$ cat config.mk
export PLATFORM = sky130hd
export DESIGN_NAME = init_sequencer_flat
export DESIGN_NICKNAME = d
export VERILOG_FILES = /design/src/rtl/init_sequencer_if.sv /design/src/rtl/init_sequencer.sv /design/src/flat_wrapper.sv
export SDC_FILE = /design/constraint.sdc
export NUM_CORES = 1
export LEC_CHECK = 0
export ABC_AREA = 0
export CAP_MARGIN = 30
export CORE_MARGIN = 2
export CORE_UTILIZATION = 42
export DETAILED_ROUTE_END_ITERATION = 6
export PLACE_DENSITY = 0.64
export SETUP_SLACK_MARGIN = 0.2
export SYNTH_ARGS = -nofsm -noshare
export SYNTH_HDL_FRONTEND = slang
export SYNTH_SLANG_ARGS = --single-unit
$ cat constraint.sdc
create_clock -name clk -period 3.2 [get_ports clk]
set_input_delay 0.64 -clock clk [delete_from_list [all_inputs] [get_ports clk]]
set_output_delay 0.64 -clock clk [all_outputs]
set_load 0.01 [all_outputs]
$ cat src/rtl/init_sequencer_if.sv
// -----------------------------------------------------------------------------
// init_sequencer_if
// Bundles the sequencer's stage-control and status signals.
//
// Signals:
//   stage_ready_i [NUM_STAGES]  per-stage ready/locked level (may be async)
//   restart_req                 single-cycle clk-domain pulse, full re-sequence
//   stage_rst_o   [NUM_STAGES]  per-stage active-high reset
//   sys_ready                   whole chain is up
//   init_fail                   retries exhausted (sticky)
//   retry_cnt                   faults taken since last restart
//   cur_stage                   index of the stage currently awaited
//
// Handshake: there is no valid/ready transfer on this bundle. Every signal is
// a level. stage_ready_i is treated as asynchronous and synchronized inside the
// sequencer. restart_req is sampled on each rising clk edge and acts on the
// edge where it is high. All outputs change only on clk edges, except that
// rst forces them to their reset values immediately.
//
// Modports:
//   slave  - the sequencer (consumes ready/restart, drives resets/status)
//   master - the environment (drives ready/restart, observes resets/status)
// -----------------------------------------------------------------------------
interface init_sequencer_if #(
    parameter int NUM_STAGES  = 4,
    parameter int MAX_RETRIES = 3
);
    localparam int RW = (MAX_RETRIES > 0) ? $clog2(MAX_RETRIES + 1) : 1;
    localparam int CW = (NUM_STAGES > 1) ? $clog2(NUM_STAGES) : 1;

    logic [NUM_STAGES-1:0] stage_ready_i;
    logic                  restart_req;
    logic [NUM_STAGES-1:0] stage_rst_o;
    logic                  sys_ready;
    logic                  init_fail;
    logic [RW-1:0]         retry_cnt;
    logic [CW-1:0]         cur_stage;

    modport slave (
        input  stage_ready_i,
        input  restart_req,
        output stage_rst_o,
        output sys_ready,
        output init_fail,
        output retry_cnt,
        output cur_stage
    );

    modport master (
        output stage_ready_i,
        output restart_req,
        input  stage_rst_o,
        input  sys_ready,
        input  init_fail,
        input  retry_cnt,
        input  cur_stage
    );
endinterface

$ cat src/rtl/init_sequencer.sv
// -----------------------------------------------------------------------------
// init_sequencer
// Brings up the feed-handler datapath stages in index order. All stage resets
// are held for HOLD_CYCLES, then stage 0 is released; each further stage is
// released once the previous one reports ready. Every wait has a timeout, a
// fault (timeout or a released stage dropping ready) triggers a full
// re-sequence, and after MAX_RETRIES re-sequences the next fault parks the
// block in FAIL until restart_req or rst.
//
// Ports:
//   clk          fabric clock
//   rst          asynchronous active-high reset
//   bus          init_sequencer_if.slave (ready/restart in, resets/status out)
//   o_dbg_state  current FSM state (0=HOLD, 1=WAIT, 2=RUN, 3=FAIL)
// -----------------------------------------------------------------------------
module init_sequencer #(
    parameter int NUM_STAGES     = 4,
    parameter int HOLD_CYCLES    = 16,
    parameter int TIMEOUT_CYCLES = 1024,
    parameter int MAX_RETRIES    = 3
) (
    input  logic                   clk,
    input  logic                   rst,
    init_sequencer_if.slave        bus,
    output logic [1:0]             o_dbg_state
);
    localparam int RW = (MAX_RETRIES > 0) ? $clog2(MAX_RETRIES + 1) : 1;
    localparam int CW = (NUM_STAGES > 1) ? $clog2(NUM_STAGES) : 1;
    localparam int HW = (HOLD_CYCLES > 1) ? $clog2(HOLD_CYCLES) : 1;
    localparam int TW = $clog2(TIMEOUT_CYCLES);

    typedef enum logic [1:0] {
        S_HOLD = 2'd0,
        S_WAIT = 2'd1,
        S_RUN  = 2'd2,
        S_FAIL = 2'd3
    } state_t;

    state_t                r_state;
    logic [NUM_STAGES-1:0] r_sync1;
    logic [NUM_STAGES-1:0] r_sync2;
    logic [HW-1:0]         r_hold_cnt;
    logic [TW-1:0]         r_timer;
    logic [NUM_STAGES-1:0] r_stage_rst;
    logic                  r_sys_ready;
    logic                  r_init_fail;
    logic [RW-1:0]         r_retry_cnt;
    logic [CW-1:0]         r_cur_stage;

    logic [NUM_STAGES-1:0] w_rdy_s;
    logic [NUM_STAGES-1:0] w_lower_mask;   // stages released before the current one
    logic [NUM_STAGES-1:0] w_next_onehot;  // stage to release after the current one
    logic                  w_cur_rdy;
    logic                  w_lower_drop;
    logic                  w_last;
    logic                  w_timeout;
    logic                  w_hold_done;
    logic                  w_fault;

    assign w_rdy_s = r_sync2;

    always_comb begin
        w_lower_mask  = '0;
        w_next_onehot = '0;
        w_cur_rdy     = 1'b0;
        for (int i = 0; i < NUM_STAGES; i++) begin
            w_lower_mask[i]  = (CW'(i) < r_cur_stage);
            w_next_onehot[i] = (CW'(i) == r_cur_stage + 1'b1);
            if (CW'(i) == r_cur_stage) begin
                w_cur_rdy = w_rdy_s[i];
            end
        end
    end

    assign w_lower_drop = |(w_lower_mask & ~w_rdy_s);
    assign w_last       = (r_cur_stage == CW'(NUM_STAGES - 1));
    assign w_timeout    = (r_timer == TW'(TIMEOUT_CYCLES - 1));
    assign w_hold_done  = (r_hold_cnt == HW'(HOLD_CYCLES - 1));

    // A ready on the awaited stage beats a timeout on the same cycle, but a
    // released stage losing ready always faults.
    assign w_fault = ((r_state == S_WAIT) && ((!w_cur_rdy && w_timeout) || w_lower_drop))
                   || ((r_state == S_RUN) && !(&w_rdy_s));

    always_ff @(posedge clk or posedge rst) begin
        if (rst) begin
            r_state     <= S_HOLD;
            r_sync1     <= '0;
            r_sync2     <= '0;
            r_hold_cnt  <= '0;
            r_timer     <= '0;
            r_stage_rst <= '1;
            r_sys_ready <= 1'b0;
            r_init_fail <= 1'b0;
            r_retry_cnt <= '0;
            r_cur_stage <= '0;
        end else begin
            r_sync1 <= bus.stage_ready_i;
            r_sync2 <= r_sync1;

            if (bus.restart_req) begin
                r_state     <= S_HOLD;
                r_hold_cnt  <= '0;
                r_timer     <= '0;
                r_stage_rst <= '1;
                r_sys_ready <= 1'b0;
                r_init_fail <= 1'b0;
                r_retry_cnt <= '0;
                r_cur_stage <= '0;
            end else if (w_fault) begin
                // Fault is resolved on the detecting edge: retry or give up.
                r_hold_cnt  <= '0;
                r_timer     <= '0;
                r_stage_rst <= '1;
                r_sys_ready <= 1'b0;
                r_cur_stage <= '0;
                if (r_retry_cnt < RW'(MAX_RETRIES)) begin
                    r_retry_cnt <= r_retry_cnt + 1'b1;
                    r_state     <= S_HOLD;
                end else begin
                    r_init_fail <= 1'b1;
                    r_state     <= S_FAIL;
                end
            end else begin
                case (r_state)
                    S_HOLD: begin
                        if (w_hold_done) begin
                            r_state        <= S_WAIT;
                            r_hold_cnt     <= '0;
                            r_timer        <= '0;
                            r_cur_stage    <= '0;
                            r_stage_rst[0] <= 1'b0;
                        end else begin
                            r_hold_cnt <= r_hold_cnt + 1'b1;
                        end
                    end
                    S_WAIT: begin
                        if (w_cur_rdy) begin
                            r_timer <= '0;
                            if (w_last) begin
                                r_state     <= S_RUN;
                                r_sys_ready <= 1'b1;
                            end else begin
                                r_cur_stage <= r_cur_stage + 1'b1;
                                r_stage_rst <= r_stage_rst & ~w_next_onehot;
                            end
                        end else begin
                            r_timer <= r_timer + 1'b1;
                        end
                    end
                    S_RUN: begin
                        r_stage_rst <= '0;
                        r_sys_ready <= 1'b1;
                    end
                    S_FAIL: begin
                        r_stage_rst <= '1;
                        r_sys_ready <= 1'b0;
                        r_init_fail <= 1'b1;
                    end
                    default: begin
                        r_state <= S_HOLD;
                    end
                endcase
            end
        end
    end

    assign bus.stage_rst_o = r_stage_rst;
    assign bus.sys_ready   = r_sys_ready;
    assign bus.init_fail   = r_init_fail;
    assign bus.retry_cnt   = r_retry_cnt;
    assign bus.cur_stage   = r_cur_stage;
    assign o_dbg_state     = r_state;
endmodule

$ cat src/flat_wrapper.sv
// flat-port wrapper written by rule: the top's interface ports become plain ports
module init_sequencer_flat 
#(
    parameter int NUM_STAGES     = 4,
    parameter int HOLD_CYCLES    = 16,
    parameter int TIMEOUT_CYCLES = 1024,
    parameter int MAX_RETRIES    = 3
)
  (clk, rst, o_dbg_state, bus_stage_ready_i, bus_restart_req, bus_stage_rst_o, bus_sys_ready, bus_init_fail, bus_retry_cnt, bus_cur_stage);
  init_sequencer_if #(.NUM_STAGES(NUM_STAGES), .MAX_RETRIES(MAX_RETRIES)) bus_i ();
  input  logic clk;
  input  logic rst;
  output logic [1:0] o_dbg_state;
  input wire logic [$bits(bus_i.stage_ready_i)-1:0] bus_stage_ready_i;
  input wire logic [$bits(bus_i.restart_req)-1:0] bus_restart_req;
  output wire logic [$bits(bus_i.stage_rst_o)-1:0] bus_stage_rst_o;
  output wire logic [$bits(bus_i.sys_ready)-1:0] bus_sys_ready;
  output wire logic [$bits(bus_i.init_fail)-1:0] bus_init_fail;
  output wire logic [$bits(bus_i.retry_cnt)-1:0] bus_retry_cnt;
  output wire logic [$bits(bus_i.cur_stage)-1:0] bus_cur_stage;
  assign bus_i.stage_ready_i = bus_stage_ready_i;
  assign bus_i.restart_req = bus_restart_req;
  assign bus_stage_rst_o = bus_i.stage_rst_o;
  assign bus_sys_ready = bus_i.sys_ready;
  assign bus_init_fail = bus_i.init_fail;
  assign bus_retry_cnt = bus_i.retry_cnt;
  assign bus_cur_stage = bus_i.cur_stage;
  init_sequencer #(.NUM_STAGES(NUM_STAGES), .HOLD_CYCLES(HOLD_CYCLES), .TIMEOUT_CYCLES(TIMEOUT_CYCLES), .MAX_RETRIES(MAX_RETRIES)) u_core (.clk(clk), .rst(rst), .bus(bus_i), .o_dbg_state(o_dbg_state));
endmodule
==> impl_metrics.toml, run 1 <==
[grt]
gr-total-overflow = 0
top_usage_layer = "met2"
use_met2_pct = 29.5
grtUsageMet3_pct = 4.36
grt_pass1_wl_um = 7090
grt_max_degree = 20
gr-usage-met1_pct = 22.3
grt_use_total_pct = 17.8
grt_pass1_vias = 1528
antenna_found_initial = 0

[timing]
setup_viol = 0
final.setup_skew_ns = 0.00355
clock.fmax_mhz = 383
finalCritPeriodShare_pct = 81.7
maxSlewHeadroom_pct = 50.3
rsz0062_at_grt = "false"
finalHoldViolCount = 0
fin_ws_ns = 0.587
finalCriticalPeriod_ns = 2.61
finalSetupTns_ns = 0
slew_violations = 0
worst_pin_slew_ns = 0.744

[clocking]
cts_sinks = 34
htreeDepth = 2
cts_resized = 0
post_cts_buffers = 0
path_clk_slew_ns = 0.07
cts_buffers = 5
cts_buffer_depth = 2
cts_tree = "yes"
clk_latency_ns = 0.29
cts_root_buf = "clkbuf_8"
postCtsHoldBufs = 0

[synth]
synth_warnings = 0
synth_top_area_share_pct = 39.0
ys_types = 59
synthAdderAreaFrac_pct = 7.80
synth_top_family_by_area = "compound AO/OA/AOI/OAI gates"
yosys.area_share.simple_pct = 17.4
ys.flop_type = "dfrtp_1"
synth_compound_area_share_pct = 22.0
synth_edf_count = 0
synth_fp_nets = 204
seq_area_frac_synth_pct = 44.4
synth-async-reset-ratio_pct = 100
yosys-mux-area-fraction_pct = 4.09
yosys-top-cells-area = "dfrtp_1 (39%), ha_1 (7.8%), dfstp_2 (5.5%)"
syn_area_um2 = 1930
syn_avg_cell_area_um2 = 10.4
ys_seq_elements = 34
syn_inst = 185
synth_xor_area_share_pct = 0.910
yosys.area.top_type = "dfrtp_1"

[worst_setup_path]
endpoint = "u_core.r_timer[2]"
crit_chain = "inv_1 -> ha_1 -> nand3b_1 -> a221oi_2 -> o211ai_2 -> a211oi_4 -> or2_1 -> o21ai_1"
cp.depth = 8
cp-end-kind = "flop"
crit_required_ns = 3.36
reg2regPathDepth = 8
critPathSlowestCell = "dfrtp_1"
crit_arrival_ns = 2.78
path_max_fanout = 7
slowest_delay_ns = 0.48
critPathBufInv = 1
path_delay_family = "compound AO/OA/AOI/OAI gates"
crit_start = "u_core.bus.cur_stage[1]"
criticalPathCategory = "flop to flop"
startpoint_type = "flop"
regToRegStartpoint = "u_core.bus.cur_stage[1]"
r2r-end = "u_core.r_timer[2]"
r2r_slack_ns = 0.59

[final_layout]
stdcell_area_um2 = 2270
antenna_cells = 0
post_route_cells_drive_above_1_share_pct = 16.1
mostFrequentLayoutCell = "dfrtp_1"
fin_nets = 229
final_cell_mix = "dfrtp_1 (30), nand2_1 (21), clkdlybuf4s50_1 (18)"
area_delta_synth_final_pct = 17.7

[power]
pwr_density_cell_nw_per_um2 = 725
comb_power_share_pct = 43.7
swShare_pct = 37.2
totalPowerFinal_mw = 1.64
pwr-share-seq_pct = 36.5
p_sw_mw = 0.611
power.leakage_nw = 0.963
internal-power_mw = 1.03
vdd_drop_max_v = 0.000345
clkPwrFrac_pct = 19.8

[die]
die_width_um = 71.7
die_h_um = 71.7
floorplan.rows = 24
core_um2 = 4380
io_pins = 19
dieArea_um2 = 5140
initial_core_util_pct = 43.9

[drt]
via_per_inst = 5.85
wl_per_cell_um = 15.9
ant_nets = 0
drt_wl_total_um = 4180
drc = 0
vias = 1539
drtIter0Drc = 85
drtPass1Iterations = 4

[placement]
post-place-ws_ns = 0.579
dp_hpwl_um = 3100
placedInstanceArea_um2 = 2170
port_buffers = 18
gp_congestion = 0.792

[run]
cap_viol_max_count = 0

[hold_path]
holdCritPathClass = "flop to flop"

[outcome]
status = "finished clean"
logic make-up (layout without fill, tap and decap cells):
kind of cell | count (synthesis) | after routing
compound gates | 50 | 50
xor+xnor | 2 | 2
fa+ha+maj | 12 | 12
buf+inv | 14 | 40
flops | 34 | 34
mux | 7 | 7
simple gates | 66 | 66
worst register-to-register path: cells and delay by family, from the launching register on:
kind,cells,cell delay [ns]
AO/OA/AOI/OAI,4,1.09
AND/OR/NAND/NOR,2,0.57
flip-flops,1,0.48
adder cells (fa/ha/maj),1,0.23
buffers and inverters,1,0.13
how the worst min path moves through the flow:
stage / from / endpoint / cells after the start
floorplan: u_core.r_sync1[0] / u_core.r_sync2[0] / 0
finish: u_core.r_sync1[1] / u_core.r_sync2[1] / 0
detailed placement: u_core.r_sync1[0] / u_core.r_sync2[0] / 0
global placement: u_core.r_sync1[2] / u_core.r_sync2[2] / 0
global route: u_core.r_sync1[1] / u_core.r_sync2[1] / 0
CTS: u_core.r_sync1[1] / u_core.r_sync2[1] / 0
registers in the layout, summed over array words and instances, names as in the netlist:
signal and count:
u_core.bus.cur_stage 2, u_core.o_dbg_state 2, u_core.r_sync1 4, u_core.r_timer 10, u_core.bus.sys_ready 1, u_core.bus.stage_rst_o 4, u_core.r_hold_cnt 4, u_core.bus.retry_cnt 2
u_core.bus.init_fail 1, u_core.r_sync2 4
cell usage after synthesis (2+ instances only):
cell and count:
a21oi_2 2, mux2i_1 3, mux2_1 2, o21ai_0 9
nor2b_1 2, inv_1 10, clkbuf_1 2, dfstp_2 4
o21ai_1 4, and3_1 2, dfrtp_1 30, or4_1 2
nor3_1 7, o221a_2 2, a21oi_1 5, nor2_1 11
o31ai_2 3, o31ai_1 2, o211ai_1 3, nand3_1 7
ha_1 12, nand2_1 21, nand4_1 4
layout make-up:
| cell class | instances | area (um^2) |
|---|---|---|
| Clock buffer | 7 | 86.3 |
| Clock inverter | 1 | 5.00 |
| Fill cell | 393 | 2120 |
| Inverter | 10 | 37.5 |
| Multi-Input combinational cell | 137 | 1010 |
| Sequential cell | 34 | 856 |
| Tap cell | 52 | 65.1 |
| Timing Repair Buffer | 22 | 210 |
power groups by stage:
stage | Combinational [mW] | Clock, mW | Sequential, mW
after floorplan | 0.466 | 0 | 0.618
after global placement | 0.698 | 0 | 0.600
after detailed placement | 0.712 | 0 | 0.608
after CTS | 0.719 | 0.338 | 0.600
after global routing | 0.783 | 0.356 | 0.611
final | 0.719 | 0.325 | 0.600
through the flow:
step	utilization, %	instances	hold slack [ns]
floorplan	-	185	0.331
global placement	49.6	255	0.333
detailed placement	49.6	255	0.336
CTS	51.7	263	0.352
global route	51.7	263	0.359
finish	51.7	263	0.352
layer usage:
metal,part of all wire [%],wire (um),up-vias
li1,-,-,730
met1,47,1950,772
met4,1.8,74,0
met2,49,2030,28
met3,2.9,123,9
met5,0,0,-
(Power assumes the default switching activity.)
==> inputs of run 2 (changes only) <==
--- a/config.mk
+++ b/config.mk
@@ -10,7 +10,7 @@
 export CORE_MARGIN = 2
 export CORE_UTILIZATION = 42
 export DETAILED_ROUTE_END_ITERATION = 6
-export PLACE_DENSITY = 0.64
+export PLACE_DENSITY = 0.66
 export SETUP_SLACK_MARGIN = 0.2
 export SYNTH_ARGS = -nofsm -noshare
 export SYNTH_HDL_FRONTEND = slang
==> constraint.sdc (replaced) <==
create_clock -name clk -period 2.4 [get_ports clk]
set_input_delay 0.48 -clock clk [delete_from_list [all_inputs] [get_ports clk]]
set_output_delay 0.48 -clock clk [all_outputs]
set_load 0.01 [all_outputs]
==> run 2 against run 1 <==
  * Sequential share of layout area shrank 5.5 points
  * Sequential power grew 34%
  * Global-route usage grew 0.57 points
  * Clock-buffer cell count shrank 2
  * Largest cell class unchanged
  * Highest routed layer unchanged
==> impl_metrics.toml, run 2 (synthesis results as in run 1) <==
[worst_setup_path]
critPathSlowestCell = "dfrtp_2"
cp.depth = 9
regToRegStartpoint = "u_core.bus.cur_stage[1]"
r2r_slack_ns = 0.11
criticalPathCategory = "flop to flop"
path_max_fanout = 5
r2r-end = "u_core.bus.cur_stage[0]"
cp-end-kind = "flop"
path_delay_family = "compound AO/OA/AOI/OAI gates"
crit_arrival_ns = 2.46
critPathBufInv = 2
crit_required_ns = 2.58
startpoint_type = "flop"
crit_chain = "inv_4 -> ha_4 -> nand3b_1 -> a221oi_2 -> o211ai_2 -> a211oi_4 -> buf_6 -> nor2b_2 -> mux2_4"
slowest_delay_ns = 0.46
reg2regPathDepth = 9

[drt]
drc = 0
drtPass1Iterations = 4
ant_nets = 0
wl_per_cell_um = 16.2
drtIter0Drc = 94
via_per_inst = 5.57
drt_wl_total_um = 4710
vias = 1616

[grt]
gr-total-overflow = 0
antenna_found_initial = 0
grt_max_degree = 35
grt_use_total_pct = 18.3
grt_pass1_wl_um = 7370
grt_pass1_vias = 1514

[timing]
slew_violations = 0
hold_slack_ns = 0.352
finalCriticalPeriod_ns = 2.29
worst_pin_slew_ns = 0.436
finalCritPeriodShare_pct = 95.3
rsz0062_at_grt = "true"
finalSetupTns_ns = 0
final.setup_skew_ns = 0.00555
setup_viol = 0
maxSlewHeadroom_pct = 70.9
finalHoldViolCount = 0
clock.fmax_mhz = 437

[power]
vdd_drop_max_v = 0.000677
totalPowerFinal_mw = 2.67
power.leakage_nw = 1.13
pwr_density_cell_nw_per_um2 = 1010

[placement]
gp_congestion = 0.777
port_buffers = 18
dp_hpwl_um = 2900

[clocking]
cts_buffers = 5
cts_tree = "yes"
cts_root_buf = "clkbuf_8"
path_clk_slew_ns = 0.08
htreeDepth = 2
postCtsHoldBufs = 0
clk_latency_ns = 0.29
cts_buffer_depth = 2
cts_sinks = 34

[run]
cap_viol_max_count = 0

[final_layout]
post_route_cells_drive_above_1_share_pct = 35.3
mostFrequentLayoutCell = "dfrtp_1"
fin_nets = 256
top_register = "u_core.r_timer"
antenna_cells = 0
area_delta_synth_final_pct = 38.1
largest_reg_flops = 10
fill_cells = 378
final_cell_mix = "dfrtp_1 (28), buf_4 (26), nand2_1 (20)"

[die]
initial_core_util_pct = 43.9
die_h_um = 71.7
core_um2 = 4380
die_width_um = 71.7
dieArea_um2 = 5140
floorplan.rows = 24
io_pins = 19

[hold_path]
min_from = "u_core.r_sync1[3]"
whs_endpoint = "u_core.r_sync2[3]"
holdCritPathClass = "flop to flop"
min_path_cells = 0

[outcome]
status = "finished clean"
run 2: cell count changes in the layout (fill, tap and decap cells not counted), sizes merged:
cell      before  now
clkinvlp       0    2
buf            4   31
clkinv         1    0
bufinv         0    1
clkbuf         7    5
run 2: repair_timing:
action / in CTS / in global routing
setup endpoints to repair: 20 / 20
pin swaps: 5 / 11
resized for setup: 16 / 23
buffers inserted: 10 / 8
cloned: 0 / 1
run 2: worst max path at each step:
stage | from | end | slack (ns)
6_report | u_core.bus.cur_stage[1] | u_core.bus.cur_stage[0] | 0.11
3_5_place_dp | u_core.bus.cur_stage[1] | u_core.r_timer[2] | 0.04
5_1_grt | u_core.bus.cur_stage[1] | u_core.r_timer[2] | 0.02
2_1_floorplan | u_core.bus.cur_stage[0] | u_core.bus.cur_stage[0] | 0.20
4_1_cts | u_core.bus.cur_stage[1] | u_core.o_dbg_state[0] | 0.19
3_3_place_gp | u_core.bus.cur_stage[1] | u_core.r_timer[2] | 0.04
run 2: per-stage QoR:
step | cells | setup slack, ns | utilization, % | area, um^2
2_1_floorplan | 185 | 0.201 | - | 1930
3_3_place_gp | 263 | 0.0382 | 51.0 | 2240
3_5_place_dp | 263 | 0.0392 | 51.0 | 2240
4_1_cts | 281 | 0.195 | 56.7 | 2490
5_1_grt | 290 | 0.0188 | 60.6 | 2660
6_report | 290 | 0.113 | 60.6 | 2660
run 2: where the power goes:
group	switching (mW)	internal (mW)	total, mW
combinational	0.629	0.705	1.33
clock	0.228	0.309	0.537
sequential	0.107	0.696	0.803
run 2: final cells by class:
class	instances	area, um^2	share of cell area, %
Sequential cell	34	858	32.3
Tap cell	52	65.1	2.45
Timing Repair Buffer	49	432	16.2
Clock buffer	5	68.8	2.59
Clock inverter	3	45.0	1.69
Inverter	10	42.5	1.60
Multi-Input combinational cell	137	1150	43.2
run 2: metal layers:
metal	wire [um]	GRT usage (%)	up-vias
li1	-	-	783
met5	0	0	-
met2	2280	28.8	27
met4	71	5.03	0
met3	133	4.22	6
met1	2220	25.5	800
==> inputs of run 3 (changes only) <==
--- a/config.mk
+++ b/config.mk
@@ -11,6 +11,7 @@
 export CORE_UTILIZATION = 42
 export DETAILED_ROUTE_END_ITERATION = 6
 export PLACE_DENSITY = 0.66
+export REMOVE_ABC_BUFFERS = 1
 export SETUP_SLACK_MARGIN = 0.2
 export SYNTH_ARGS = -nofsm -noshare
 export SYNTH_HDL_FRONTEND = slang
==> run 3 against run 2 <==
  * First-iteration DRC count down 41%
  * Critical endpoint unchanged
  * Clock power fell by 21%
  * Flip-flop and latch count stayed put
  * Final cell count down 3.4%
  * Final area down 6.5%
  * Non-clock buffer count shrank 10
  * Via count down 2.4%
  * Register-to-register slack about the same
  * Largest cell class unchanged
  * Clock skew is essentially flat
  * Wire length fell by 15%
  * Global-route usage fell by 1.3 points
  * Worst hold slack got worse by 0.0040 ns
==> impl_metrics.toml, run 3 (synthesis results as in run 1) <==
[die]
core_um2 = 4380
initial_core_util_pct = 43.9
dieArea_um2 = 5140
io_pins = 19
die_h_um = 71.7
die_width_um = 71.7
floorplan.rows = 24

[worst_setup_path]
crit_arrival_ns = 2.46
cp-end-kind = "flop"
criticalPathCategory = "flop to flop"
crit_required_ns = 2.57
reg2regPathDepth = 9
startpoint_type = "flop"
path_max_fanout = 4

[final_layout]
fin_nets = 246
largest_reg_flops = 10
area_delta_synth_final_pct = 29.0
post_route_cells_drive_above_1_share_pct = 28.9
final_cell_mix = "dfrtp_1 (29), nand2_1 (21), buf_4 (19)"
antenna_cells = 0
mostFrequentLayoutCell = "dfrtp_1"
top_register = "u_core.r_timer"

[power]
pwr-share-seq_pct = 33.0
clkPwrFrac_pct = 17.8
comb_power_share_pct = 49.2
pwr_density_cell_nw_per_um2 = 960
totalPowerFinal_mw = 2.39
p_sw_mw = 0.853
swShare_pct = 35.8
internal-power_mw = 1.53
vdd_drop_max_v = 0.000606
power.leakage_nw = 1.08

[grt]
gr-usage-met1_pct = 24.7
grt_use_total_pct = 17.0
use_met2_pct = 25.4
grt_max_degree = 35
antenna_found_initial = 0
grtUsageMet3_pct = 4.78
grt_pass1_vias = 1499
gr-total-overflow = 0
grt_pass1_wl_um = 7020
top_usage_layer = "met2"

[placement]
dp_hpwl_um = 2920
port_buffers = 18
gp_congestion = 0.797

[drt]
drc = 0
ant_nets = 0
wl_per_cell_um = 14.3
via_per_inst = 5.63
drtIter0Drc = 55
drtPass1Iterations = 4
vias = 1577
drt_wl_total_um = 4020

[clocking]
htreeDepth = 2
cts_buffer_depth = 2
cts_sinks = 34
path_clk_slew_ns = 0.07
cts_root_buf = "clkbuf_8"
clk_latency_ns = 0.28
cts_buffers = 5
cts_tree = "yes"

[run]
cap_viol_max_count = 0

[timing]
finalCritPeriodShare_pct = 95.7
finalCriticalPeriod_ns = 2.30
rsz0062_at_grt = "true"
maxSlewHeadroom_pct = 71.9
hold_slack_ns = 0.348
finalHoldViolCount = 0
final.setup_skew_ns = 0.00526
worst_pin_slew_ns = 0.422
setup_viol = 0
slew_violations = 0
clock.fmax_mhz = 435

[hold_path]
min_path_cells = 0
holdCritPathClass = "flop to flop"

[outcome]
status = "finished clean"
==> run 3: worst paths after layout <==
kind	start	end	slack [ns]
max in group asynchronous	rst	u_core.bus.stage_rst_o[0]	1.48
min in group asynchronous	rst	u_core.r_sync1[2]	0.59
worst min-delay path	u_core.r_sync1[2]	u_core.r_sync2[2]	0.35
worst max-delay path	u_core.bus.cur_stage[0]	u_core.bus.cur_stage[0]	0.10
worst max register to register	u_core.bus.cur_stage[0]	u_core.bus.cur_stage[0]	0.10
worst min register to register	u_core.r_sync1[2]	u_core.r_sync2[2]	0.35
==> run 3: layout make-up <==
cell class / instances / area [um^2]
repair buffers: 39 / 345
multi-input cells: 137 / 1090
fillers: 383 / 1900
clock inverters: 1 / 5.00
flip-flops and latches: 34 / 857
clock buffers: 7 / 86.3
inverters: 10 / 37.5
well taps: 52 / 65.1
==> run 3: critical path: stages, from the launching register on <==
cell	delay (ns)
dfrtp_2	0.44
inv_2	0.07
ha_2	0.19
nand3b_1	0.15
a221oi_4	0.33
o211ai_2	0.15
a211oi_4	0.33
buf_4	0.18
nor2b_4	0.05
mux2_4	0.29
==> run 3: what timing repair did <==
action | in CTS | in global routing
endpoints found under the setup margin | 12 | 23
gates resized for setup | 7 | 17
hold buffers | 0 | 0
pin swaps | 3 | 5
setup buffers | 0 | 5
==> run 3: through the flow <==
step           instances  utilization, %  cell area [um^2]  TNS, ns  setup slack [ns]
6_report             280            56.7              2480        0             0.104
5_1_grt              280            56.7              2480  -0.0639           -0.0271
4_1_cts              275            54.3              2380        0             0.139
3_5_place_dp         267            51.7              2260        0            0.0575
3_3_place_gp         267            51.7              2260        0            0.0696
2_1_floorplan        181               -              1900   -0.293           -0.0466
==> run 3: layer usage <==
| metal | vias up | wire [um] |
|---|---|---|
| met2 | 25 | 1870 |
| met3 | 6 | 137 |
| met1 | 777 | 1980 |
| met5 | - | 0 |
| met4 | 0 | 32 |
| li1 | 769 | - |
==> run 3: power by group through the flow <==
| stage | logic (mW) | clock network, mW | registers (mW) |
|---|---|---|---|
| floorplan | 0.604 | 0 | 0.824 |
| global placement | 1.03 | 0 | 0.785 |
| detailed placement | 1.03 | 0 | 0.791 |
| CTS | 1.06 | 0.437 | 0.781 |
| global route | 1.30 | 0.467 | 0.803 |
| finish | 1.17 | 0.425 | 0.786 |
